**src/rtl/elevator_call_scheduler.sv**
```systemverilog
// SCAN-policy call scheduler: latches floor calls, issues up/down targets, retires calls on arrival.
// Optional WAIT watchdog with sticky fault flag is built when SCHED_WATCHDOG_EN is defined.
module elevator_call_scheduler #(
  parameter int NUM_FLOORS  = 4,
  parameter int TIMEOUT_CYC = 255
) (
  input  logic                  clk,
  input  logic                  reset,
  input  logic [NUM_FLOORS-1:0] call_req,
  input  logic [3:0]            cur_floor,
  input  logic                  arrived,
  input  logic                  sleepmode,
  output logic [3:0]            floor_sel,
  output logic                  up,
  output logic                  down,
  output logic                  busy,
  output logic [NUM_FLOORS-1:0] pending,
  output logic                  fault
);

  typedef enum logic [1:0] {IDLE, WAIT, SLEEP} state_t;

  state_t                state;
  logic                  dir;
  logic [NUM_FLOORS-1:0] cur_mask;
  logic [NUM_FLOORS-1:0] sel_mask;
  logic [NUM_FLOORS-1:0] pend_nxt;
  logic                  have_above;
  logic                  have_below;
  logic                  have_mid;
  logic                  sel_valid;
  logic                  sel_dir;
  logic                  hit_target;
  logic                  wd_fire;
  logic [3:0]            above_fl;
  logic [3:0]            below_fl;
  logic [3:0]            mid_fl;
  logic [3:0]            sel_fl;

  // One-hot views of the car floor and the target; out-of-range floors match no bit.
  always_comb begin
    cur_mask = '0;
    sel_mask = '0;
    for (int i = 0; i < NUM_FLOORS; i++) begin
      cur_mask[i] = (4'(i) == cur_floor);
      sel_mask[i] = (4'(i) == floor_sel);
    end
  end

  // Nearest pending floor on each side of the car (last match in each loop is the nearest).
  always_comb begin
    have_above = 1'b0;
    above_fl   = '0;
    have_below = 1'b0;
    below_fl   = '0;
    for (int i = NUM_FLOORS - 1; i >= 0; i--) begin
      if (pending[i] && (4'(i) > cur_floor)) begin
        have_above = 1'b1;
        above_fl   = 4'(i);
      end
    end
    for (int i = 0; i < NUM_FLOORS; i++) begin
      if (pending[i] && (4'(i) < cur_floor)) begin
        have_below = 1'b1;
        below_fl   = 4'(i);
      end
    end
  end

  always_comb begin
    sel_valid = 1'b0;
    sel_fl    = '0;
    sel_dir   = dir;
    if (dir) begin
      if (have_above) begin
        sel_valid = 1'b1;
        sel_fl    = above_fl;
      end else if (have_below) begin
        sel_valid = 1'b1;
        sel_fl    = below_fl;
        sel_dir   = 1'b0;
      end
    end else begin
      if (have_below) begin
        sel_valid = 1'b1;
        sel_fl    = below_fl;
      end else if (have_above) begin
        sel_valid = 1'b1;
        sel_fl    = above_fl;
        sel_dir   = 1'b1;
      end
    end
  end

  // Retarget candidate: nearest pending floor strictly between the car and the current target.
  always_comb begin
    have_mid = 1'b0;
    mid_fl   = '0;
    if (dir) begin
      for (int i = NUM_FLOORS - 1; i >= 0; i--) begin
        if (pending[i] && (4'(i) > cur_floor) && (4'(i) < floor_sel)) begin
          have_mid = 1'b1;
          mid_fl   = 4'(i);
        end
      end
    end else begin
      for (int i = 0; i < NUM_FLOORS; i++) begin
        if (pending[i] && (4'(i) < cur_floor) && (4'(i) > floor_sel)) begin
          have_mid = 1'b1;
          mid_fl   = 4'(i);
        end
      end
    end
  end

  assign hit_target = arrived && (cur_floor == floor_sel);
  assign busy       = (state == WAIT);

`ifdef SCHED_WATCHDOG_EN
  localparam int CW = (TIMEOUT_CYC > 1) ? $clog2(TIMEOUT_CYC) : 1;

  logic [CW-1:0] wd_cnt;

  assign wd_fire = (state == WAIT) && !sleepmode && !hit_target && !have_mid &&
                   (wd_cnt == CW'(TIMEOUT_CYC - 1));

  // Counter restarts whenever a fresh target is issued; passing stops do not touch it.
  always_ff @(posedge clk) begin
    if (reset) begin
      wd_cnt <= '0;
      fault  <= 1'b0;
    end else begin
      if ((state != WAIT) || have_mid) wd_cnt <= '0;
      else                             wd_cnt <= wd_cnt + 1'b1;
      if (wd_fire) fault <= 1'b1;
    end
  end
`else
  assign wd_fire = 1'b0;
  assign fault   = 1'b0;
`endif

  // Later rules override earlier ones: clear beats call, sleep wipes everything.
  always_comb begin
    pend_nxt = pending | call_req;
    if (state == IDLE) pend_nxt = pending | (call_req & ~cur_mask);
    if (arrived)       pend_nxt = pend_nxt & ~cur_mask;
    if (wd_fire)       pend_nxt = pend_nxt & ~sel_mask;
    if (sleepmode || (state == SLEEP)) pend_nxt = '0;
  end

  always_ff @(posedge clk) begin
    if (reset) begin
      state     <= IDLE;
      dir       <= 1'b1;
      floor_sel <= '0;
      up        <= 1'b0;
      down      <= 1'b0;
      pending   <= '0;
    end else begin
      pending <= pend_nxt;
      up      <= 1'b0;
      down    <= 1'b0;
      if (sleepmode) begin
        state <= SLEEP;
      end else begin
        case (state)
          IDLE: begin
            if (sel_valid) begin
              floor_sel <= sel_fl;
              dir       <= sel_dir;
              if (sel_fl > cur_floor) up   <= 1'b1;
              else                    down <= 1'b1;
              state <= WAIT;
            end
          end
          WAIT: begin
            if (hit_target) begin
              state <= IDLE;
            end else if (have_mid) begin
              floor_sel <= mid_fl;
              if (dir) up   <= 1'b1;
              else     down <= 1'b1;
            end else if (wd_fire) begin
              state <= IDLE;
            end
          end
          SLEEP:   state <= IDLE;
          default: state <= IDLE;
        endcase
      end
    end
  end

endmodule

```
**config.mk**
```make
export PLATFORM = sky130hd
export DESIGN_NAME = elevator_call_scheduler
export DESIGN_NICKNAME = d
export VERILOG_FILES = /design/src/rtl/elevator_call_scheduler.sv
export SDC_FILE = /design/constraint.sdc
export NUM_CORES = 1
export LEC_CHECK = 0
export CORE_ASPECT_RATIO = 1.1
export CORE_MARGIN = 1
export CORE_UTILIZATION = 45
export DETAILED_ROUTE_END_ITERATION = 7
export HOLD_SLACK_MARGIN = 0.03
export PLACE_DENSITY = 0.81
export SYNTH_ARGS = -nofsm -noshare
export SYNTH_HDL_FRONTEND = slang
export SYNTH_SLANG_ARGS = --single-unit
```
**constraint.sdc**
```tcl
create_clock -name clk -period 3.7 [get_ports clk]
set_input_delay 1.11 -clock clk [delete_from_list [all_inputs] [get_ports clk]]
set_output_delay 1.11 -clock clk [all_outputs]
set_load 0.005 [all_outputs]
```
Yosys cells after proc, flatten, opt, wreduce, memory -nomap -nowiden
Cells that the tools add are included.
{"block": "word_totals", "register_bits": 13, "inputBits": 12}
{"block": "classes", "reduce_logical": 27, "n_lt_le_gt_ge": 17, "mux": 68, "bitwise_logic": 6, "n_eq_ne": 12}
{"operator": "$mux W4", "count": 21}
{"operator": "$mux W1", "count": 38}
{"operator": "$logic_and A1 B1 Y1", "count": 17}
{"operator": "$gt A1 B4 Y1 const A", "count": 4}
{"operator": "$gt A2 B4 Y1 const A", "count": 4}
{"operator": "$lt A1 B4 Y1 const A", "count": 4}
{"operator": "$lt A2 B4 Y1 const A", "count": 4}
{"operator": "$mux W2", "count": 5}
{"operator": "$and A4 B4 Y4", "count": 2}
{"operator": "$eq A2 B4 Y1 const A", "count": 2}
{"operator": "$or A4 B4 Y4", "count": 2}
{"operator": "$pmux W4 S2", "count": 1}
{"operator": "$reduce_and A5 Y1", "count": 1}
{"operator": "$eq A1 B4 Y1 const A", "count": 1}
{"operator": "$eq A4 B4 Y1", "count": 1}
{"operator": "$gt A4 B4 Y1", "count": 1}
{"operator": "$logic_not A4 Y1", "count": 1}
{"operator": "$ne A2 B1 Y1 const B", "count": 2}
{"operator": "$ne A2 B2 Y1 const B", "count": 2}
{"operator": "$not A4 Y4", "count": 1}
{"operator": "$pmux W1 S2", "count": 2}
{"operator": "$pmux W2 S2", "count": 1}
{"operator": "$reduce_and A2 Y1", "count": 2}
{"operator": "$reduce_or A2 Y1", "count": 2}
{"operator": "other kinds (9)", "count": 9}

Depth between registers and ports, before layout
Gate-level depths: netlist of the first run.
{"block": "depth", "depth_word": 13, "mapped_depth": 11}

Worst setup path after synthesis of the first run
Ideal clock, no wire load.
{"block": "synth_path", "kind": "in2reg", "from": "in cur_floor[1]", "to": "reg down", "path_stages": 11, "path_slack_ns": 0.723, "setup_ns": 0.092, "arrival_ns": 2.885, "path_cell_list": "buf_6 or4_1 a32o_2 nand3b_4 nand2_1 ha_1 nand2_1 o211ai_1 inv_1 o32a_1 nor4_1"}
{"block": "synth_via", "elab_chain_len": 13, "word_cells_on_any_way": 66}
{"item": "from (decl)", "line_no": "10", "rtl": "input logic [3:0] cur_floor,"}
{"item": "$gt A2 B4 Y1 or $lt A1 B4 Y1 (tied branches)"}
{"item": "$logic_and A1 B1 Y1 (on tied branches)"}
{"item": "$mux W2, or another cell as far along", "line_no": "57", "rtl": "if (pending[i] && (4'(i) > cur_floor)) begin"}
{"item": "$mux W4, or another cell as far along (3 in a row)", "line_no": "57"}
{"item": "$mux W4 (on tied branches)", "line_no": "87, 78"}
{"item": "$mux W4 (on tied branches)", "line_no": "84, 75"}
{"item": "$mux W4", "line_no": "74", "rtl": "if (dir) begin"}
{"item": "$gt A4 B4 Y1", "line_no": "172", "rtl": "if (sel_fl > cur_floor) up <= 1'b1;"}
{"item": "$mux W1", "line_no": "172"}
{"item": "$mux W1", "line_no": "169", "rtl": "if (sel_valid) begin"}
{"item": "$pmux W1 S2 *", "line_no": "167", "rtl": "case (state)"}
{"item": "to (signal assigned)", "line_no": "163", "rtl": "down <= 1'b0;"}
{"item": "to (signal assigned)", "line_no": "173", "rtl": "else down <= 1'b1;"}
{"item": "to (signal assigned)", "line_no": "183", "rtl": "else down <= 1'b1;"}
{"item": "to (decl)", "line_no": "15", "rtl": "output logic down,"}
Every way passes the cells marked *; elsewhere a longest branch is shown, timed or not.
A chain may end at the register's enable or synchronous reset.

Final worst setup path of the first run
{"block": "layout_path", "from": "in cur_floor[3]", "to": "reg down"}
Same word-level chain as after synthesis.

==> impl_metrics.tcl, run 1 <==
set metrics [dict create \
    wire_per_inst_microns 14.8 \
    synth_top_family_by_area "compound AO/OA/AOI/OAI gates" \
    arrival_ps 3620 \
    synthAdderAreaFrac_pct 2.60 \
    min_path_type "flop to flop" \
    cts_max_path_buffers 2 \
    drv_slew 0 \
    vdd_ir_drop_max_mv 0.168 \
    timing.final.crit_period_ps 3440 \
    clock_sinks 11 \
    initial_utilization_pct 47.7 \
    drc 0 \
    root_buffer "clkbuf_4" \
    die_height_microns 50.5 \
    synth-compound-area-share_pct 38.6 \
    drive_above_1_share_pct 12.2 \
    tightest_slew_ps 526 \
    post-dp-hpwl_mm 2.02 \
    grt_pass1_vias 970 \
    synth-seq-cells 11 \
    p_total_uw 319 \
    htreeDepth 1 \
    ctsResizeCount 0 \
    totalWireLength_mm 2.61 \
    crit_required_ps 3880 \
    slew_headroom_pct 64.5 \
    drt_iter0_drc 43 \
    antennaDiodeCount 0 \
    insertion_delay_ps 280 \
    final_core_util_pct 60.6 \
    powerDensity_nw_per_um2 261 \
    netlist_instances 124 \
    crit_fanout 8 \
    gr-usage-all-layers_pct 25.5 \
    port_buffers 20 \
    power_leakage_nw 0.451 \
    timing.fmax_mhz 291 \
    synth_area_sq_um 963 \
    die_area_sq_um 2330 \
    muxShareOfSynthArea_pct 0 \
    endpoint_kind "flop" \
    synthFlopType "dfxtp_1" \
    syn_area_per_cell_sq_um 7.77 \
    critical_path_class "input port to flop" \
    dpl.cell_count 172 \
    drt_pass1_iterations 4 \
    vias 1059 \
    drtAntennaViolNets 0 \
    row_count 17 \
    yosysWarnings 0 \
    fin_crit_sh_pct 93.0 \
    area_growth_pct 27.0 \
    rsz0062_at_grt "false" \
    synth_xor_area_share_pct 1.82 \
    synthArstFlopShare_pct 0 \
    synth_seq_area_share_pct 22.9 \
    io_pins 24 \
    cts_buffers 3 \
    report.final.setup_viol 0 \
    status "finished, final reports clean" \
    cts_tree "yes" \
    setup-tns-final_ps 0 \
    hold_viol 0 \
    cts_setup_buffers 0 \
    gp_congestion 0.896 \
    vias_per_cell 6.02 \
    synth_edf_count 0 \
    dieWidth_microns 46.1 \
    grt_overflow 0 \
    core_area_sq_um 2020 \
    nets 163 \
    drv_cap 0 \
    synth_cell_types 50 \
    placed_area_sq_um 1200 \
    cp-start-kind "input port" \
    final.setup_skew_ps 5.64 \
    final_cells 176 \
    final_area_sq_um 1220 \
    yosys.area_share.simple_pct 25.8 \
    clk_pin_slew_ps 70 \
    grt_first_pass_wirelength_mm 4.33 \
    hold_buffers 0 \
    grt_max_degree 10 \
    antenna_found_initial 0 \
]
-- final cells by class --
cell class                      instances  area (sq um)
Clock buffer                            4          26.3
Sequential cell                        11           220
Tap cell                               28          35.0
Fill cell                             192           797
Multi-Input combinational cell        100           674
Timing Repair Buffer                   25           238
Inverter                                8          30.0
-- critical path, stage by stage --
cell and delay (ps):
clkdlybuf4s50_1 620, nor3_2 150, a21o_1 180, o311ai_0 460, inv_1 100, ha_1 300, nor2b_1 130, o211ai_1 190
inv_1 60, o32a_1 150, nor4_1 160
-- cells in the mapped netlist, types with 2 or more instances --
master	number	area, sq um
dfxtp_1	11	220
nor2b_1	3	18.8
inv_1	8	30.0
nor2_1	13	48.8
ha_1	2	25.0
a21o_1	3	22.5
nand3_1	3	15.0
buf_4	3	22.5
a211oi_1	3	22.5
o21ai_0	4	20.0
a21oi_2	2	17.5
o21bai_1	2	15.0
o32ai_2	2	32.5
a211o_1	2	17.5
nand2b_1	4	25.0
a221oi_1	2	17.5
nor4_1	2	12.5
clkbuf_1	2	7.51
a21oi_1	8	40.0
or2_1	2	12.5
or4_1	2	15.0
nand2_1	12	45.0
o31ai_1	2	15.0
-- per-stage QoR --
stage | hold WS [ps] | worst slack (ps)
after floorplan | 486 | 723
after global placement | 536 | 163
after detailed placement | 545 | 34.2
after CTS | 554 | 298
after global routing | 622 | 43.0
final | 561 | 258
-- cells in the final DEF (no fill, tap or decap), types with 3 or more instances in the layout --
| master | Yosys | layout |
|---|---|---|
| nand3_1 | 3 | 3 |
| o21ai_0 | 4 | 4 |
| dfxtp_1 | 11 | 11 |
| conb_1 | 1 | 3 |
| buf_4 | 3 | 5 |
| nor2b_1 | 3 | 3 |
| nand2_1 | 12 | 12 |
| clkdlybuf4s50_1 | 0 | 20 |
| a21o_1 | 3 | 3 |
| a21oi_1 | 8 | 8 |
| nand2b_1 | 4 | 4 |
| inv_1 | 8 | 8 |
| nor2_1 | 13 | 13 |
| clkbuf_4 | 0 | 3 |
| a211oi_1 | 3 | 3 |
-- metal layers --
layer  global-route usage [%]  up-vias  wire length [microns]
li1                         -      512                      -
met3                     5.40       13                    130
met5                        0        -                      0
met1                     32.3      494                   1150
met4                     15.2        0                     80
met2                     38.3       40                   1250
-- state kept, by name, summed over array words and instances, names as in the netlist --
register	cells
dir	1
down	1
floor_sel	2
pending	4
state	2
up	1
-- logic make-up after synthesis --
group | Yosys count
AOI/OAI and AO/OA | 46
adders and majority gates | 2
and+or+nand+nor | 47
other | 1
buffers and inverters | 15
DFF | 11
xor gates and xnor gates | 2
-- power by group --
| group | leakage [nW] | switching [mW] | internal, mW |
|---|---|---|---|
| Clock | 0.0150 | 0.0450 | 0.0418 |
| Combinational | 0.346 | 0.0482 | 0.0478 |
| Sequential | 0.0898 | 0.0116 | 0.124 |
| Total | 0.451 | 0.105 | 0.214 |
-- final timing paths --
| kind | slack, ps | endpoint | from | cells after the start |
|---|---|---|---|---|
| max | 260 | down | cur_floor[3] | 11 |
| min | 560 | down | state[1] | 1 |
| max reg2reg | 1270 | down | pending[1] | 10 |
| min reg2reg | 560 | down | state[1] | 1 |
(Power assumes the default switching activity.)
==> run 2: changes to the inputs <==
--- a/config.mk
+++ b/config.mk
@@ -7,10 +7,11 @@
 export LEC_CHECK = 0
 export CORE_ASPECT_RATIO = 1.1
 export CORE_MARGIN = 1
-export CORE_UTILIZATION = 45
+export CORE_UTILIZATION = 30
+export CTS_CLUSTER_SIZE = 8
 export DETAILED_ROUTE_END_ITERATION = 7
 export HOLD_SLACK_MARGIN = 0.03
-export PLACE_DENSITY = 0.81
+export PLACE_DENSITY = 0.6
 export SYNTH_ARGS = -nofsm -noshare
 export SYNTH_HDL_FRONTEND = slang
 export SYNTH_SLANG_ARGS = --single-unit
==> run 2 against run 1 <==
  * Clock skew fell by 2.0 ps
  * Power rose by 0.91%
  * Final cell count grew 6.8%
  * Critical path depth is 1 higher
  * Sequential cell count unchanged
  * Worst setup slack better by 170 ps
==> impl_metrics.tcl, run 2 (synthesized netlist as in run 1, its figures left out) <==
set metrics [dict create \
    status "finished, final reports clean" \
    pwr-share-clk_pct 26.1 \
    wire_per_inst_microns 15.4 \
    switching_share_pct 32.5 \
    insertion_delay_ps 270 \
    grt_first_pass_wirelength_mm 4.80 \
    cp-start-kind "input port" \
    cts_buffers 3 \
    cts_tree "yes" \
    endpoint_kind "flop" \
    initial_utilization_pct 31.6 \
    fill_cells 316 \
    combPwrFrac_pct 31.2 \
    timing.fmax_mhz 306 \
    report.final.setup_viol 0 \
    vias 1079 \
    io_pins 24 \
    drc 0 \
    cts_setup_buffers 0 \
    grt_pass1_vias 1009 \
    nets 169 \
    core_area_sq_um 3050 \
    final_core_util_pct 41.9 \
    drt_iter0_drc 41 \
    root_buffer "clkbuf_4" \
    arrival_ps 3450 \
    vdd_ir_drop_max_mv 0.160 \
    hold_viol 0 \
    drtAntennaViolNets 0 \
    final.setup_skew_ps 3.62 \
    multi_input_area_sq_um 674 \
    area_growth_pct 32.5 \
    drive_above_1_share_pct 15.6 \
    gp_congestion 0.897 \
    setup-tns-final_ps 0 \
    whs_ps 571 \
    largest_reg_flops 4 \
    fin_crit_sh_pct 88.3 \
    slew_headroom_pct 66.5 \
    cpPeakStageDelay_ps 490 \
    grt_max_degree 11 \
    rsz0062_at_grt "false" \
    row_count 21 \
    cts_max_path_buffers 2 \
    die_height_microns 61.4 \
    critical_path_class "input port to flop" \
    regMostFlops "pending" \
    drv_slew 0 \
    largestRegisters "pending (4), floor_sel (2), state (2)" \
    timing.final.crit_period_ps 3270 \
    gr-usage-all-layers_pct 18.3 \
    crit_chain "clkdlybuf4s50_1 > buf_4 > or4_1 > a32o_2 > nand3b_4 > nand2_1 > ha_1 > nand2_1 > o211ai_1 > inv_1 > o32a_1 > nor4_1" \
    tightest_slew_ps 497 \
    final_common_cell "clkdlybuf4s50_1" \
    antennaDiodeCount 0 \
    hold_buffers 0 \
    totalWireLength_mm 2.89 \
    power_switching_uw 104 \
    crit_required_ps 3880 \
    htreeDepth 1 \
    antenna_found_initial 0 \
    power_leakage_nw 0.480 \
    final-seq-area_sq_um 220 \
    clock_sinks 11 \
    seqPwrFrac_pct 42.7 \
    crit_fanout 6 \
    power.internal_uw 217 \
    crit_path_frequent_cell "nand2_1" \
    vias_per_cell 5.74 \
    clk_pin_slew_ps 70 \
    grt_overflow 0 \
    drv_cap 0 \
    drt_pass1_iterations 4 \
    slowest_stage "clkdlybuf4s50_1" \
    die_area_sq_um 3440 \
    port_buffers 20 \
    post-dp-hpwl_mm 2.24 \
    ctsResizeCount 0 \
    final_cell_mix "clkdlybuf4s50_1, nor2_1, nand2_1" \
    powerDensity_nw_per_um2 252 \
    dieWidth_microns 56.0 \
    min_path_type "flop to flop" \
]
## run 2: cell count changes in the layout (fill, tap and decap cells not counted), sizes merged
cell	before	now
buf	5	11
## run 2: metrics by stage
stage | std cells | setup WS, ps | area [sq um] | power (mW)
after global placement | 184 | 166 | 1250 | 0.238
final | 188 | 432 | 1280 | 0.322
after floorplan | 126 | 723 | 971 | 0.195
after CTS | 188 | 424 | 1280 | 0.324
after detailed placement | 184 | 150 | 1250 | 0.239
after global routing | 188 | 232 | 1280 | 0.344
## run 2: final timing paths
| kind | from | end | slack (ps) | cells after the start |
|---|---|---|---|---|
| hold reg to reg | state[1] | down | 570 | 1 |
| setup reg to reg | pending[1] | down | 1400 | 10 |
| setup / recovery | cur_floor[2] | down | 430 | 12 |
| hold / removal | state[1] | down | 570 | 1 |
## run 2: worst max-delay path, delay by kind of cell
family | cells | cell delay [ps]
compound gates | 3 | 560
fa+ha+maj | 1 | 290
buf+inv | 3 | 750
simple gates | 5 | 740
## run 2: layout make-up
class,instances,area share [%]
timing repair buffer,31,22.2
sequential,11,17.3
multi-input combinational,100,52.8
clock buffer,4,2.06
inverter,8,2.35
tap,34,3.33
## run 2: power groups by stage
stage                     clock network (mW)  registers (mW)  logic (mW)
final                                 0.0839           0.137       0.101
after global routing                  0.0947           0.138       0.111
after CTS                             0.0866           0.137       0.101
after detailed placement                   0           0.140      0.0999
after global placement                     0           0.139      0.0990
after floorplan                            0           0.133      0.0627
## run 2: metal layers
metal  vias to the layer above  share of wire, %  GRT usage, %
met3                        10               5.9          5.46
met5                         -                 0             0
met2                        43                46          31.3
met4                         0               3.0          7.67
met1                       504                45          21.8
li1                        522                 -             -
